$ cat src/rtl/prg_injector.sv
// ---------------------------------------------------------------------------
// prg_injector
//
// Loads a Commodore PRG file, streamed one byte at a time, into PET RAM
// through a DMA write port. The first two file bytes give the little-endian
// load address. Every following byte is written to consecutive RAM
// addresses.
//
// When the file ends, the block can optionally update the BASIC 4
// end-of-program pointers. VARTAB, ARYTAB and STREND (in zero page at
// PTR_BASE, +2 and +4) are all set to the first free address after the
// loaded image.
//
// Writes into the ROM/IO area (address >= 16'h8000) are never issued. Such
// bytes are dropped and flagged as an error.
//
// Parameters
//   PTR_BASE    zero-page address of VARTAB (ARYTAB/STREND follow at +2/+4)
//   PTR_UPDATE  1 = write the end pointers after a load, 0 = skip them
//
// Ports
//   clk        system clock, all logic on the rising edge
//   reset      asynchronous, active-high reset
//   dl_start   one-cycle pulse: a new download begins (valid in any state)
//   dl_valid   dl_data holds a file byte (taken when dl_valid & dl_ready)
//   dl_data    file byte
//   dl_end     one-cycle pulse: the download is complete
//   dl_ready   block accepts a byte this cycle
//   dma_addr   RAM write address (bit 15 is never set while dma_we=1)
//   dma_din    RAM write data
//   dma_we     one-cycle write strobe
//   busy       high whenever the FSM is not IDLE
//   done       one-cycle pulse on an error-free completion
//   error      sticky error of the last load, cleared by dl_start
// ---------------------------------------------------------------------------
module prg_injector #(
  parameter logic [7:0] PTR_BASE   = 8'h2A,
  parameter int         PTR_UPDATE = 1
) (
  input  logic        clk,
  input  logic        reset,
  input  logic        dl_start,
  input  logic        dl_valid,
  input  logic [7:0]  dl_data,
  input  logic        dl_end,
  output logic        dl_ready,
  output logic [15:0] dma_addr,
  output logic [7:0]  dma_din,
  output logic        dma_we,
  output logic        busy,
  output logic        done,
  output logic        error
);

  typedef enum logic [2:0] {
    IDLE    = 3'd0,
    ADDR_LO = 3'd1,
    ADDR_HI = 3'd2,
    DATA    = 3'd3,
    PTR     = 3'd4,
    FINISH  = 3'd5
  } state_t;

  // First address of the ROM/IO area. It is also the saturation value of
  // the write counter.
  localparam logic [15:0] ROM_BASE     = 16'h8000;
  localparam logic [2:0]  PTR_LAST_IDX = 3'd5;

  state_t      state_q, state_d;
  logic [15:0] cnt_q, cnt_d;             // next RAM address to write
  logic [7:0]  addr_lo_q, addr_lo_d;     // load address low byte
  logic        rom_load_q, rom_load_d;   // load address >= ROM_BASE
  logic [2:0]  ptr_idx_q, ptr_idx_d;     // pointer byte being written (0..5)
  logic        error_q, error_d;
  logic        done_q, done_d;
  logic        busy_q, busy_d;
  logic        dl_ready_q, dl_ready_d;
  logic        dma_we_q, dma_we_d;
  logic [15:0] dma_addr_q, dma_addr_d;
  logic [7:0]  dma_din_q, dma_din_d;

  logic        accept;
  logic [7:0]  ptr_addr;

  // dl_ready_q always matches the current state, because it is registered
  // from the next state. A byte is therefore taken exactly when the state
  // can use it.
  assign accept   = dl_valid & dl_ready_q;
  assign ptr_addr = PTR_BASE + {5'd0, ptr_idx_q};

  always_comb begin
    // NOTE: every signal assigned in this block gets a default first, so
    // no path can leave one unassigned and infer a latch.
    state_d    = state_q;
    cnt_d      = cnt_q;
    addr_lo_d  = addr_lo_q;
    rom_load_d = rom_load_q;
    ptr_idx_d  = ptr_idx_q;
    error_d    = error_q;
    dma_we_d   = 1'b0;
    dma_addr_d = dma_addr_q;
    dma_din_d  = dma_din_q;

    if (dl_start) begin
      // Restart from any state. A byte offered in the same cycle is
      // ignored, and any pointer writes still pending are abandoned.
      state_d   = ADDR_LO;
      error_d   = 1'b0;
      ptr_idx_d = 3'd0;
    end else begin
      unique case (state_q)
        IDLE: ;

        ADDR_LO: begin
          if (dl_end) begin
            error_d = 1'b1;
            state_d = IDLE;
          end else if (accept) begin
            addr_lo_d = dl_data;
            state_d   = ADDR_HI;
          end
        end

        ADDR_HI: begin
          if (dl_end) begin
            error_d = 1'b1;
            state_d = IDLE;
          end else if (accept) begin
            cnt_d      = {dl_data, addr_lo_q};
            rom_load_d = dl_data[7];
            state_d    = DATA;
          end
        end

        DATA: begin
          // A byte that arrives together with dl_end is still written. Its
          // write registers before the first pointer write.
          if (accept) begin
            if (!cnt_q[15]) begin
              dma_we_d   = 1'b1;
              dma_addr_d = cnt_q;
              dma_din_d  = dl_data;
              cnt_d      = cnt_q + 16'd1;
            end else begin
              error_d = 1'b1;
              cnt_d   = ROM_BASE;
            end
          end
          if (dl_end) begin
            ptr_idx_d = 3'd0;
            state_d   = ((PTR_UPDATE != 0) && !rom_load_q) ? PTR : FINISH;
          end
        end

        PTR: begin
          // Even offsets take the low byte of the end address and odd
          // offsets take the high byte. This fills VARTAB, ARYTAB and
          // STREND in turn.
          dma_we_d   = 1'b1;
          dma_addr_d = {8'h00, ptr_addr};
          dma_din_d  = ptr_idx_q[0] ? cnt_q[15:8] : cnt_q[7:0];
          if (ptr_idx_q == PTR_LAST_IDX) begin
            state_d = FINISH;
          end else begin
            ptr_idx_d = ptr_idx_q + 3'd1;
          end
        end

        FINISH: state_d = IDLE;

        default: state_d = IDLE;
      endcase
    end

    // Status outputs are registered from the next state. done is high for
    // the single cycle spent in FINISH.
    done_d     = (state_d == FINISH) && !error_d;
    busy_d     = (state_d != IDLE);
    dl_ready_d = (state_d == ADDR_LO) || (state_d == ADDR_HI) ||
                 (state_d == DATA);
  end

  always_ff @(posedge clk or posedge reset) begin
    if (reset) begin
      state_q    <= IDLE;
      cnt_q      <= 16'h0000;
      addr_lo_q  <= 8'h00;
      rom_load_q <= 1'b0;
      ptr_idx_q  <= 3'd0;
      error_q    <= 1'b0;
      done_q     <= 1'b0;
      busy_q     <= 1'b0;
      dl_ready_q <= 1'b0;
      dma_we_q   <= 1'b0;
      dma_addr_q <= 16'h0000;
      dma_din_q  <= 8'h00;
    end else begin
      // NOTE: non-blocking assignments. Every flop samples the pre-edge
      // value of every other flop, whatever order the lines are in.
      state_q    <= state_d;
      cnt_q      <= cnt_d;
      addr_lo_q  <= addr_lo_d;
      rom_load_q <= rom_load_d;
      ptr_idx_q  <= ptr_idx_d;
      error_q    <= error_d;
      done_q     <= done_d;
      busy_q     <= busy_d;
      dl_ready_q <= dl_ready_d;
      dma_we_q   <= dma_we_d;
      dma_addr_q <= dma_addr_d;
      dma_din_q  <= dma_din_d;
    end
  end

  assign dl_ready = dl_ready_q;
  assign dma_addr = dma_addr_q;
  assign dma_din  = dma_din_q;
  assign dma_we   = dma_we_q;
  assign busy     = busy_q;
  assign done     = done_q;
  assign error    = error_q;

endmodule
$ cat config.mk
export PLATFORM = sky130hd
export DESIGN_NAME = prg_injector
export DESIGN_NICKNAME = d
export VERILOG_FILES = /design/src/rtl/prg_injector.sv
export SDC_FILE = /design/constraint.sdc
export NUM_CORES = 1
export LEC_CHECK = 0
export BUFFER_PORTS_ARGS = -buffer_cell sky130_fd_sc_hd__buf_2
export CORE_MARGIN = 3
export CORE_UTILIZATION = 59
export CTS_BUF_LIST = sky130_fd_sc_hd__clkbuf_4 sky130_fd_sc_hd__clkbuf_8
export DETAILED_ROUTE_END_ITERATION = 16
export MAX_ROUTING_LAYER = met4
export PLACE_DENSITY = 0.88
export SLEW_MARGIN = 20
export SYNTH_ARGS = -nofsm -noshare
export SYNTH_HDL_FRONTEND = slang
export SYNTH_SLANG_ARGS = --single-unit
$ cat constraint.sdc
create_clock -name clk -period 2.6 [get_ports clk]
set_clock_uncertainty 0.2 [all_clocks]
set_input_delay 0.65 -clock clk [delete_from_list [all_inputs] [get_ports clk]]
set_output_delay 0.65 -clock clk [all_outputs]
set_load 0.005 [all_outputs]
==> qor.yml <==
crit_arrival_ps: 2310
hold_buffers: 0
drt_iter0_markers: 194
core_area_um2: 4817
rsz0062_at_grt: "no"
hp-class: "in -> async"
final_cell_mix: "dfrtp_1, buf_2, nand2_1"
post_cts_resized: 0
fp.dieW_um: 77.27
clkTransAtPathRegs_ps: 70
crit_path_start: "state_q[1]$_DFF_PP0_"
grt_pass1_vias: 2445
htreeDepth: 3
ioPinCount: 42
grt_antenna_before_repair: 0
synth_xor_area_share_pct: 0.2923
fill_cells: 366
ys_ff_latch: 59
cp_cell_sequence: "nand3_4 > or4_4 > nor2_1 > a22oi_1 > o21ai_0"
syn_to_final_growth_pct: 15.99
drv_cap: 0
synth_mux_area_share_pct: 7.056
synth_fa_ha_area_share_pct: 1.670
r2r-start: "state_q[1]$_DFF_PP0_"
layout_setup_ws_ps: 342.3
dp_cells: 416
synth-async-reset-ratio_pct: 100.0
clock_sink_count: 59
finalSetupViolCount: 0
synth_cell_types: 51
globalRouteOverflowTotal: 0
power_mw: 2.611
cp_slowest_stage_delay_ps: 630
cellPowerDensity_nw_per_um2: 751.3
clock-root-buffer: "clkbuf_8"
yosysSeqAreaShare_pct: 49.27
syn_avg_cell_area_um2: 9.364
path_class: "reg -> reg"
place.gp.congestion: 0.9256
synth_fp_nets: 337
layout_commonest_cell: "dfrtp_1"
viasPerCell: 5.968
clkLatencyLatePin_ps: 340
grt_max_degree: 37
vias: 2578
initial_core_util_pct: 62.21
grt_pass1_wl_um: 11920
endpoint_kind: "flop"
die_area_um2: 5970
layout-drive-gt1-share_pct: 22.19
synth_top_family_by_area: "simple AND/OR/NAND/NOR gates"
ir_drop_mv: 0.4332
worst_hold_slack_ps: 129.5
synth_compound_area_share_pct: 15.82
synth_warnings: 0
wirelength_um: 6915
cp.required_ps: 2650
post-cts-setup-buffer-count: 0
yosys.area_share.simple_pct: 20.50
wl_per_cell_um: 16.01
fin_crit_ps: 2258
antenna_left: 0
first_pass_iters: 5
hold_viol: 0
netlist_instances: 320
startpoint_type: "flop"
outcome: "complete, no violations"
finalNetCount: 377
cp_max_fo: 20
place_ws_ps: 186.6
report.final.slew_viol_count: 0
port_buffers: 40
timing.fmax_ghz: 0.4429
syn_area_um2: 2997
p_leak_nw: 1.600
rows: 25
yosys_most_used_dff: "dfrtp_1"
grt.total_usage_pct: 26.52
slew_headroom_pct: 61.11
numCtsBuffers: 9
synth_edf_count: 0
cts_tree: "done"
final_cell_count_no_fill: 432
place_hpwl_um: 4931
antenna_cells: 0
finalSetupTns_ps: 0
clock_tree.buffer_depth: 2
timing.final.crit_share_pct: 86.84
tightest_slew_ps: 583.3
drc: 0
cp_slowest_cell: "or4_4"
die_h_um: 77.27
-- cell families after synthesis --
| group | count (synthesis) |
|---|---|
| flops | 59 |
| fa+ha+maj | 4 |
| xor+xnor | 1 |
| compound gates | 81 |
| other cells | 1 |
| mux | 20 |
| simple gates | 120 |
| buf+inv | 34 |
-- power breakdown --
part	internal, mW	switching (mW)	total, mW	leakage, nW
Clock	0.535	0.363	0.898	0.101
Sequential	1.11	0.194	1.30	0.755
Combinational	0.218	0.195	0.413	0.743
-- sequential cells by signal, summed over array words and instances, names as in the netlist --
register,cells
rom_load_q,1
error,1
addr_lo_q,8
ptr_idx_q,3
dma_we,1
cnt_q,16
busy,1
dl_ready,1
dma_din,8
dma_addr,15
done,1
state_q,3
-- metrics by stage --
| stage | cell area [um^2] | utilization (%) |
|---|---|---|
| 3_3_place_gp | 3259 | 67.66 |
| 5_1_grt | 3476 | 72.16 |
| 3_5_place_dp | 3259 | 67.66 |
| 4_1_cts | 3476 | 72.16 |
| 6_report | 3476 | 72.16 |
| 2_1_floorplan | 2997 | - |
-- synthesized netlist by cell type (all sizes together) (7+ instances only) --
library cell | number | area (um^2)
a21oi | 28 | 140.1
buf | 10 | 66.30
clkbuf | 11 | 42.54
dfrtp | 59 | 1476
inv | 13 | 48.80
mux2 | 9 | 101.4
mux2i | 11 | 110.1
nand2 | 36 | 135.1
nand3 | 17 | 97.60
nor2 | 28 | 105.1
nor3 | 7 | 40.04
o21ai | 30 | 150.1
-- metal layers --
metal  global-route usage (%)  routed length, um
met5                        -                  0
met4                    13.35                157
met3                    4.225                555
met2                    38.77               3215
met1                    35.93               2987
-- worst max-delay path, delay by kind of cell, from the launching register on --
family	cells	cell delay (ps)
flip-flops	1	580
AO/OA/AOI/OAI	2	250
AND/OR/NAND/NOR	3	1140
-- cell type report --
class | instances | area (um^2) | area share [%]
Sequential cell | 59 | 1476 | 42.48
Multi-Input combinational cell | 227 | 1363 | 39.20
Timing Repair Buffer | 50 | 287.8 | 8.279
Clock buffer | 9 | 123.9 | 3.564
Clock inverter | 7 | 92.59 | 2.664
Tap cell | 67 | 83.83 | 2.412
Inverter | 13 | 48.80 | 1.404
-- path summary, 6_finish.rpt --
path	endpoint	slack [ps]	cells after the start
max in group asynchronous	cnt_q[6]$_DFFE_PP0P_	1500	3
worst min register to register	dma_addr[5]$_DFFE_PP0P_	280	2
min in group clk	dma_addr[5]$_DFFE_PP0P_	280	2
worst max-delay path	cnt_q[11]$_DFFE_PP0P_	340	5
worst max register to register	cnt_q[11]$_DFFE_PP0P_	340	5
worst min-delay path	ptr_idx_q[1]$_DFFE_PP0P_	130	2
Note: power is estimated with default switching activity, not from simulation.
